--- src/rtl/keypad_pkg.sv ---
// Shared types and constants for the 4x4 matrix keypad scanner.
package keypad_pkg;

    typedef enum logic [1:0] {
        SCAN     = 2'd0,
        DEBOUNCE = 2'd1,
        HELD     = 2'd2
    } state_t;

    localparam logic [3:0] KEY_CLEAR     = 4'hC;
    localparam logic [3:0] KEY_DIGIT_MAX = 4'h9;
    localparam logic [3:0] COL_FIRST     = 4'b1110;
    localparam logic [3:0] ROWS_NONE     = 4'hF;

    // True when exactly one of the active-low lines is pulled low.
    function automatic logic is_single(input logic [3:0] lines);
        logic [3:0] low;
        low = ~lines;
        return (low != 4'd0) && ((low & (low - 4'd1)) == 4'd0);
    endfunction

    function automatic logic [1:0] low_index(input logic [3:0] lines);
        logic [1:0] idx;
        case (lines)
            4'b1110: idx = 2'd0;
            4'b1101: idx = 2'd1;
            4'b1011: idx = 2'd2;
            4'b0111: idx = 2'd3;
            default: idx = 2'd0;
        endcase
        return idx;
    endfunction

endpackage

--- src/rtl/keypad_scanner_decode.sv ---
// Combinational key map: column/row index pair to the printed hex legend.
module keypad_decode (
    input  logic [1:0] col_idx,
    input  logic [1:0] row_idx,
    output logic [3:0] code
);

    always_comb begin
        code = 4'h0;
        case ({row_idx, col_idx})
            4'b00_00: code = 4'h1;
            4'b00_01: code = 4'h2;
            4'b00_10: code = 4'h3;
            4'b00_11: code = 4'hA;
            4'b01_00: code = 4'h4;
            4'b01_01: code = 4'h5;
            4'b01_10: code = 4'h6;
            4'b01_11: code = 4'hB;
            4'b10_00: code = 4'h7;
            4'b10_01: code = 4'h8;
            4'b10_10: code = 4'h9;
            4'b10_11: code = 4'hC;
            4'b11_00: code = 4'h0;
            4'b11_01: code = 4'hF;
            4'b11_10: code = 4'hE;
            4'b11_11: code = 4'hD;
            default:  code = 4'h0;
        endcase
    end

endmodule

--- src/rtl/keypad_scanner.sv ---
// Column-multiplexed keypad scanner with per-key debounce and a 4-digit BCD entry register.
module keypad_scanner
    import keypad_pkg::*;
#(
    parameter int SCAN_DIV_BITS  = 14,
    parameter int DEBOUNCE_SCANS = 4
) (
    input  logic       clk,
    input  logic       rst,
    input  logic [3:0] row,
    output logic [3:0] col,
    output logic [3:0] key_code,
    output logic       key_valid,
    output logic [3:0] thousands,
    output logic [3:0] hundreds,
    output logic [3:0] tens,
    output logic [3:0] ones
);

    localparam logic [SCAN_DIV_BITS-1:0] DIV_ONE = SCAN_DIV_BITS'(1);
    localparam logic [3:0] DEB_TARGET = 4'(DEBOUNCE_SCANS);

    logic [SCAN_DIV_BITS-1:0] div;
    logic                     tick;
    logic [3:0]               row_meta;
    logic [3:0]               rs;
    state_t                   state, state_n;
    logic [3:0]               count, count_n, count_inc;
    logic [3:0]               col_n, col_rot;
    logic [1:0]               row_idx, row_idx_n, rs_idx;
    logic                     single;
    logic                     accept;
    logic [3:0]               code;

    assign tick      = (div == '0);
    assign single    = is_single(rs);
    assign rs_idx    = low_index(rs);
    assign count_inc = count + 4'd1;
    assign col_rot   = {col[2:0], col[3]};

    keypad_decode u_decode (
        .col_idx (low_index(col)),
        .row_idx (row_idx),
        .code    (code)
    );

    always_ff @(posedge clk or posedge rst) begin
        if (rst) begin
            div      <= '0;
            row_meta <= ROWS_NONE;
            rs       <= ROWS_NONE;
        end else begin
            div      <= div + DIV_ONE;
            row_meta <= row;
            rs       <= row_meta;
        end
    end

    // Column stays frozen outside SCAN so the latched row keeps referring to the same key.
    always_comb begin
        state_n   = state;
        count_n   = count;
        col_n     = col;
        row_idx_n = row_idx;
        accept    = 1'b0;
        if (tick) begin
            case (state)
                SCAN: begin
                    if (single) begin
                        row_idx_n = rs_idx;
                        count_n   = 4'd1;
                        state_n   = DEBOUNCE;
                    end else begin
                        col_n = col_rot;
                    end
                end
                DEBOUNCE: begin
                    if (single && (rs_idx == row_idx)) begin
                        if (count_inc >= DEB_TARGET) begin
                            accept  = 1'b1;
                            count_n = 4'd0;
                            state_n = HELD;
                        end else begin
                            count_n = count_inc;
                        end
                    end else begin
                        count_n = 4'd0;
                        state_n = SCAN;
                        col_n   = col_rot;
                    end
                end
                HELD: begin
                    if (rs == ROWS_NONE) begin
                        if (count_inc >= DEB_TARGET) begin
                            count_n = 4'd0;
                            state_n = SCAN;
                            col_n   = col_rot;
                        end else begin
                            count_n = count_inc;
                        end
                    end else begin
                        count_n = 4'd0;
                    end
                end
                default: begin
                    count_n = 4'd0;
                    state_n = SCAN;
                end
            endcase
        end
    end

    always_ff @(posedge clk or posedge rst) begin
        if (rst) begin
            state   <= SCAN;
            count   <= 4'd0;
            col     <= COL_FIRST;
            row_idx <= 2'd0;
        end else begin
            state   <= state_n;
            count   <= count_n;
            col     <= col_n;
            row_idx <= row_idx_n;
        end
    end

    // key_valid is a one-cycle strobe with no back-pressure: key_code is valid
    // on the strobe cycle and holds until the next accepted key.
    always_ff @(posedge clk or posedge rst) begin
        if (rst) begin
            key_valid <= 1'b0;
            key_code  <= 4'h0;
            thousands <= 4'd0;
            hundreds  <= 4'd0;
            tens      <= 4'd0;
            ones      <= 4'd0;
        end else begin
            key_valid <= accept;
            if (accept) begin
                key_code <= code;
                if (code <= KEY_DIGIT_MAX) begin
                    thousands <= hundreds;
                    hundreds  <= tens;
                    tens      <= ones;
                    ones      <= code;
                end else if (code == KEY_CLEAR) begin
                    thousands <= 4'd0;
                    hundreds  <= 4'd0;
                    tens      <= 4'd0;
                    ones      <= 4'd0;
                end
            end
        end
    end

endmodule

--- config.mk ---
export PLATFORM = sky130hd
export DESIGN_NAME = keypad_scanner
export DESIGN_NICKNAME = d
export VERILOG_FILES = /design/src/rtl/keypad_pkg.sv /design/src/rtl/keypad_scanner_decode.sv /design/src/rtl/keypad_scanner.sv
export SDC_FILE = /design/constraint.sdc
export NUM_CORES = 1
export LEC_CHECK = 0
export CAP_MARGIN = 5
export CELL_PAD_IN_SITES_DETAIL_PLACEMENT = 1
export CELL_PAD_IN_SITES_GLOBAL_PLACEMENT = 2
export CORE_MARGIN = 2
export CORE_UTILIZATION = 38
export CTS_CLUSTER_SIZE = 20
export DETAILED_ROUTE_END_ITERATION = 8
export DONT_BUFFER_PORTS = 1
export PLACE_DENSITY = 0.78
export SKIP_LAST_GASP = 1
export SLEW_MARGIN = 20
export SYNTH_ARGS = -nofsm -noshare
export SYNTH_HDL_FRONTEND = slang
export SYNTH_SLANG_ARGS = --single-unit
--- constraint.sdc ---
create_clock -name clk -period 2.7 [get_ports clk]
set_input_delay 0.675 -clock clk [delete_from_list [all_inputs] [get_ports clk]]
set_output_delay 0.675 -clock clk [all_outputs]
set_load 0.01 [all_outputs]
Word-level counts from Yosys, hierarchy flattened
Memory sizes are Yosys's and may differ from the RTL's. Cells that the tools add are included.

Word-level logic and storage cells: 78. Memories: 1. Memory bits (writable): 0. Bits in registers: 55. Bits of input ports: 6. ROM bits: 64. Output and inout bits: 25. Bits in latches: 0.

Memory list: (no name shown) (words 16, width 4, read ports 1, clocked after Yosys merged registers in 0, write ports 0, RTL line keypad_scanner_decode.sv:10) `case ({row_idx, col_idx})`.

$mul: 0. Reductions and logical operators: 13. Shifts and indexed selects: 0. Bitwise operators: 2. Magnitude comparators: 2. Div/mod/pow operators: 0. Add/sub/neg operators: 3. Equal/unequal tests: 17. Muxes and demuxes: 27.

Operators with widths (number): $mux 4 (13); $eq 4x4->1 const B (6); $pmux 4 s3 (2); $pmux 2 s3 (3); $add 14x1->14 const B (1); $logic_not 14->1 (1); $mux 2 (5); $ne 2x2->1 const B (5); $eq 4x3->1 const B (2); $reduce_and 6->1 (1); $reduce_and 5->1 (1); $add 4x1->4 const B (1); $and 4x4->4 (1); $ge 4x3->1 const B (1); $le 4x4->1 const B (1); $logic_not 4->1 (1); $mux 1 (4); $not 4->4 (1); $reduce_and 2->1 (2); $reduce_bool 4->1 (1); $sub 4x1->4 const B (1); $ne 3x3->1 const B (1); $reduce_and 3->1 (1); $reduce_bool 3->1 (1); 6 further kinds (7).

Logic depth before layout (Yosys ltp)
Depth in word-level cells: 10. Gate-level depth with buffers: 13. Depth with buffers taken out: 10.

Hierarchy
A second synthesis with hierarchy kept.

Cell total of the unflattened synthesis: 207. Area, all modules: 2527.4 µm².

Modules (own cells, without submodules): keypad_scanner (cells an instance 195, times used 1, area each 2411.1 µm², sequential area each 1390.1 µm²); keypad_decode (cells an instance 12, times used 1, area each 116.4 µm², sequential area each 0.0 µm²).

Worst setup path after synthesis
Ideal clock, no wire load.

Path type: reg-to-reg. Start point: reg col[3]. End point: reg ones[2]. Setup slack: -0.380 ns. Period minus slack after synthesis: 3.080 ns. Stages on the path, launching flop included: 12. Library setup time: 0.121 ns. Required time: 2.579 ns. Path buffers: 3. Arrival: 2.959 ns. Cells stage by stage: dfstp_2 > xor2_1 > and3_1 > clkbuf_1 > inv_1 > ha_1 > mux4_2 > o21ai_1 > or4b_1 > buf_2 > buf_6 > a22o_1.

Longest elaborated chain between the ends: 6. Elaborated cells between the ends (all ways): 10. Classes of those cells: 1 x order compare; 4 x eq/ne; 2 x mux; 2 x reduce/logical; 1 x memory.

Ends and longest elaborated chain: start: declaration (RTL line keypad_scanner.sv:11) `output logic [3:0] col,`; start signal: assignment (RTL line keypad_scanner.sv:122) `col <= col_n;`; $eq 4x3->1 / $eq 4x4->1 (equally long branches) (RTL line keypad_pkg.sv:24) `case (lines)`; $pmux 2 s3 * (RTL line keypad_pkg.sv:24); $mem_v2 16x4 *; $le 4x4->1 / $eq 4x4->1 (equally long branches) (RTL line keypad_scanner.sv:141, keypad_scanner.sv:146); $reduce_bool 2->1 (no line); $reduce_and 2->1 (no line); end signal: assignment (RTL line keypad_scanner.sv:145) `ones <= code;`; end: declaration (RTL line keypad_scanner.sv:17) `output logic [3:0] ones`.

Every way passes the cells marked *; elsewhere a longest branch is shown, timed or not. A chain may end at the register's enable or synchronous reset.

Final worst setup path
Same ends and word-level chain as after synthesis.

==> reports/qor.yml <==
worst_setup_path:
  worstReg2RegEnd: "ones[2]"
  slowest_stage: "dfstp_2"
  path_max_fanout: 7
  reg2reg_from: "col[3]"
  cp.required_ns: 2.91
  crit_buf_inv: 2
  reg2reg_slack_ns: -0.06
  slowest_delay_ns: 0.56
  worstPathArrival_ns: 2.97
  critPathLaunchType: "flop"
  r2r_cells: 9
  crit_family: "simple AND/OR/NAND/NOR gates"
  crit_type: "flop to flop"
  cp_cell_sequence: "xor2_1 -> and3_4 -> inv_4 -> ha_4 -> mux4_2 -> o21ai_1 -> or4b_4 -> buf_6 -> a22o_1"
  cp-end-kind: "flop"
floorplan:
  die-height_um: 84.79
  fp.dieArea_um2: 7189
  core_area_um2: 6314
  io-pin-count: 31
  initial_core_util: 0.3928
  die_width_um: 84.79
  rows: 29
synthesis:
  synth_area_leaders: "dfrtp_1, dfstp_2, a22o_1"
  yosysTopAreaCell: "dfrtp_1"
  synth_ff_type: "dfrtp_1"
  synth.top_cell.area_share: 0.4440
  synthCells: 208
  syn_nets: 221
  postSynth.asyncResetShare: 1.000
  yosysSeqAreaShare: 0.5605
  yosysUniqueCellTypes: 47
  yosys_register_bits: 55
  yosysWarnings: 0
  synth.avg_cell_area_um2: 11.92
  synth_edf_count: 0
  synthesis.area_um2: 2480
drt:
  drt_iter0_markers: 54
  drt_pre_antenna_iters: 4
  ant_nets: 0
  wire_per_inst_um: 15.48
  num_vias: 1634
  via_per_inst: 5.340
  drc: 0
  routed_wl_mm: 4.738
layout:
  nFillCells: 680
  antenna_cells: 0
  layout.area.seq_um2: 1390
  nNetsFinal: 241
  multi_input_area_um2: 1052
  final_cells: 306
  drive_gt1_frac: 0.2620
  final_util: 0.4518
  syn_to_final_growth_pct: 15.04
  final_cell_mix: "dfrtp_1, nand2_1, buf_4"
  layout_commonest_cell: "dfrtp_1"
global_route:
  grt_pass1_vias: 1711
  grt_max_degree: 30
  grt_first_pass_wirelength_mm: 8.314
  track_usage: 0.1455
  gr-total-overflow: 0
  antenna_found_initial: 0
run_status:
  violations: "negative setup slack"
  status: "complete, but fails checks"
clock_network:
  cts_tree: "yes"
  cts-hold-fix-buffers: 0
  clock_latency_ns: 0.31
  clockRootBuffer: "clkbuf_8"
  cts_max_level: 2
  clkSinkCount: 55
  cts_buffer_depth: 2
  cts_made_buffers: 5
  clk_pin_slew_ns: 0.10
timing:
  whs_ns: 0.2863
  slew_headroom: 0.6193
  fin_crit_ns: 2.765
  slew_violations: 0
  clock.fmax_ghz: 0.3617
  period_share: 1.024
  timing.clock.skew_ns: 0.009438
  finalSetupViolCount: 15
  worst_slew_pin_slew_ns: 0.5702
  fin_ws_ns: -0.06482
  rsz0062_at_grt: "yes"
  hold_viol: 0
power:
  power_density_nw_per_um2: 498.9
  power.total_uw: 1423
  max-vdd-ir-drop_mv: 0.3917
  power_leakage_uw: 0.001310
flow_run:
  drv_cap: 0
min_path:
  hold_path_class: "input pin to async pin"
place:
  portBuffers: 0
  hpwl_mm: 3.484
  gp_congestion: 0.7445
  dp_cells: 296
  dpl_worst_slack_ns: -0.1416
## through the flow
stage / instance area (µm²) / TNS (ns)
floorplan: 2511 / -2.286
global placement: 2705 / -0.9521
detailed placement: 2705 / -1.917
CTS: 2845 / -0.7823
global route: 2853 / -2.428
finish: 2853 / -0.7274
## cells in the mapped netlist (2+ instances only)
library cell,count
clkbuf_1,2
nand2_1,17
mux2i_1,2
a22o_1,15
nand3_1,8
nor4_1,2
o31a_1,2
buf_2,2
nor3_1,3
nand2b_1,2
nand4_1,4
and2_1,2
nor2b_1,4
inv_1,7
nor2_1,5
mux2_2,9
nor3b_1,2
ha_1,7
a21oi_1,6
dfrtp_1,44
o21ai_0,7
nor4b_1,2
xnor2_1,10
dfstp_2,11
xor2_1,8
and3_1,3
o21ai_1,2
## kinds of logic (layout without fill, tap and decap cells)
logic type,after synthesis,count (layout),synth area share
AND/OR/NAND/NOR,62,62,0.1387
multiplexers,12,12,0.05802
adder cells (fa/ha/maj),7,7,0.03532
XOR/XNOR,18,18,0.06357
AO/OA/AOI/OAI,39,39,0.1155
flip-flops,55,55,0.5605
buffers and inverters,15,36,0.02826
## worst reg2reg max path, cell delays in order (launching register included)
cell and delay, ns:
dfstp_2 0.56, xor2_1 0.16, and3_4 0.23, inv_4 0.04
ha_4 0.20, mux4_2 0.48, o21ai_1 0.13, or4b_4 0.49
buf_6 0.15, a22o_1 0.22
## registers in the layout, indices dropped and copies added (netlist names)
name,flops
ones,4
thousands,4
div,14
key_valid,1
state,2
count,4
tens,4
row_idx,2
row_meta,4
rs,4
key_code,4
hundreds,4
col,4
## where the power goes
group / total [µW] / leakage, µW / internal (µW) / switching [µW]
clock: 547 / 0.0000558 / 281 / 267
sequential: 842 / 0.000716 / 835 / 7.08
combinational: 34.1 / 0.000538 / 11.1 / 23.1
## how the worst max path moves through the flow
stage	start	end	depth (start not counted)
final	col[3]	ones[2]	9
after global routing	col[3]	tens[0]	9
after CTS	col[3]	hundreds[1]	9
after detailed placement	col[3]	thousands[2]	9
after global placement	col[3]	hundreds[2]	8
after floorplan	col[3]	ones[2]	11
## per-layer routing
layer  global-route usage  share of wire
met1               0.1824           0.45
met2               0.2384           0.49
met3              0.04425          0.042
met4              0.05195          0.014
met5                    0              0
## cell type report
type                       instances  share of cell area
clock buffer                       6             0.02544
clock inverter                     2             0.01360
inverter                           8             0.01140
multi-input combinational        138              0.3689
sequential                        55              0.4873
tap                               77             0.03377
timing repair buffer              20             0.05965
## what timing repair did
| item | 4_1_cts | 5_1_grt |
|---|---|---|
| setup buffers | 1 | 1 |
| endpoints found under the setup margin | 16 | 16 |
| pin swaps | 3 | 10 |
| resized for setup | 5 | 0 |
(Power assumes the default switching activity.)
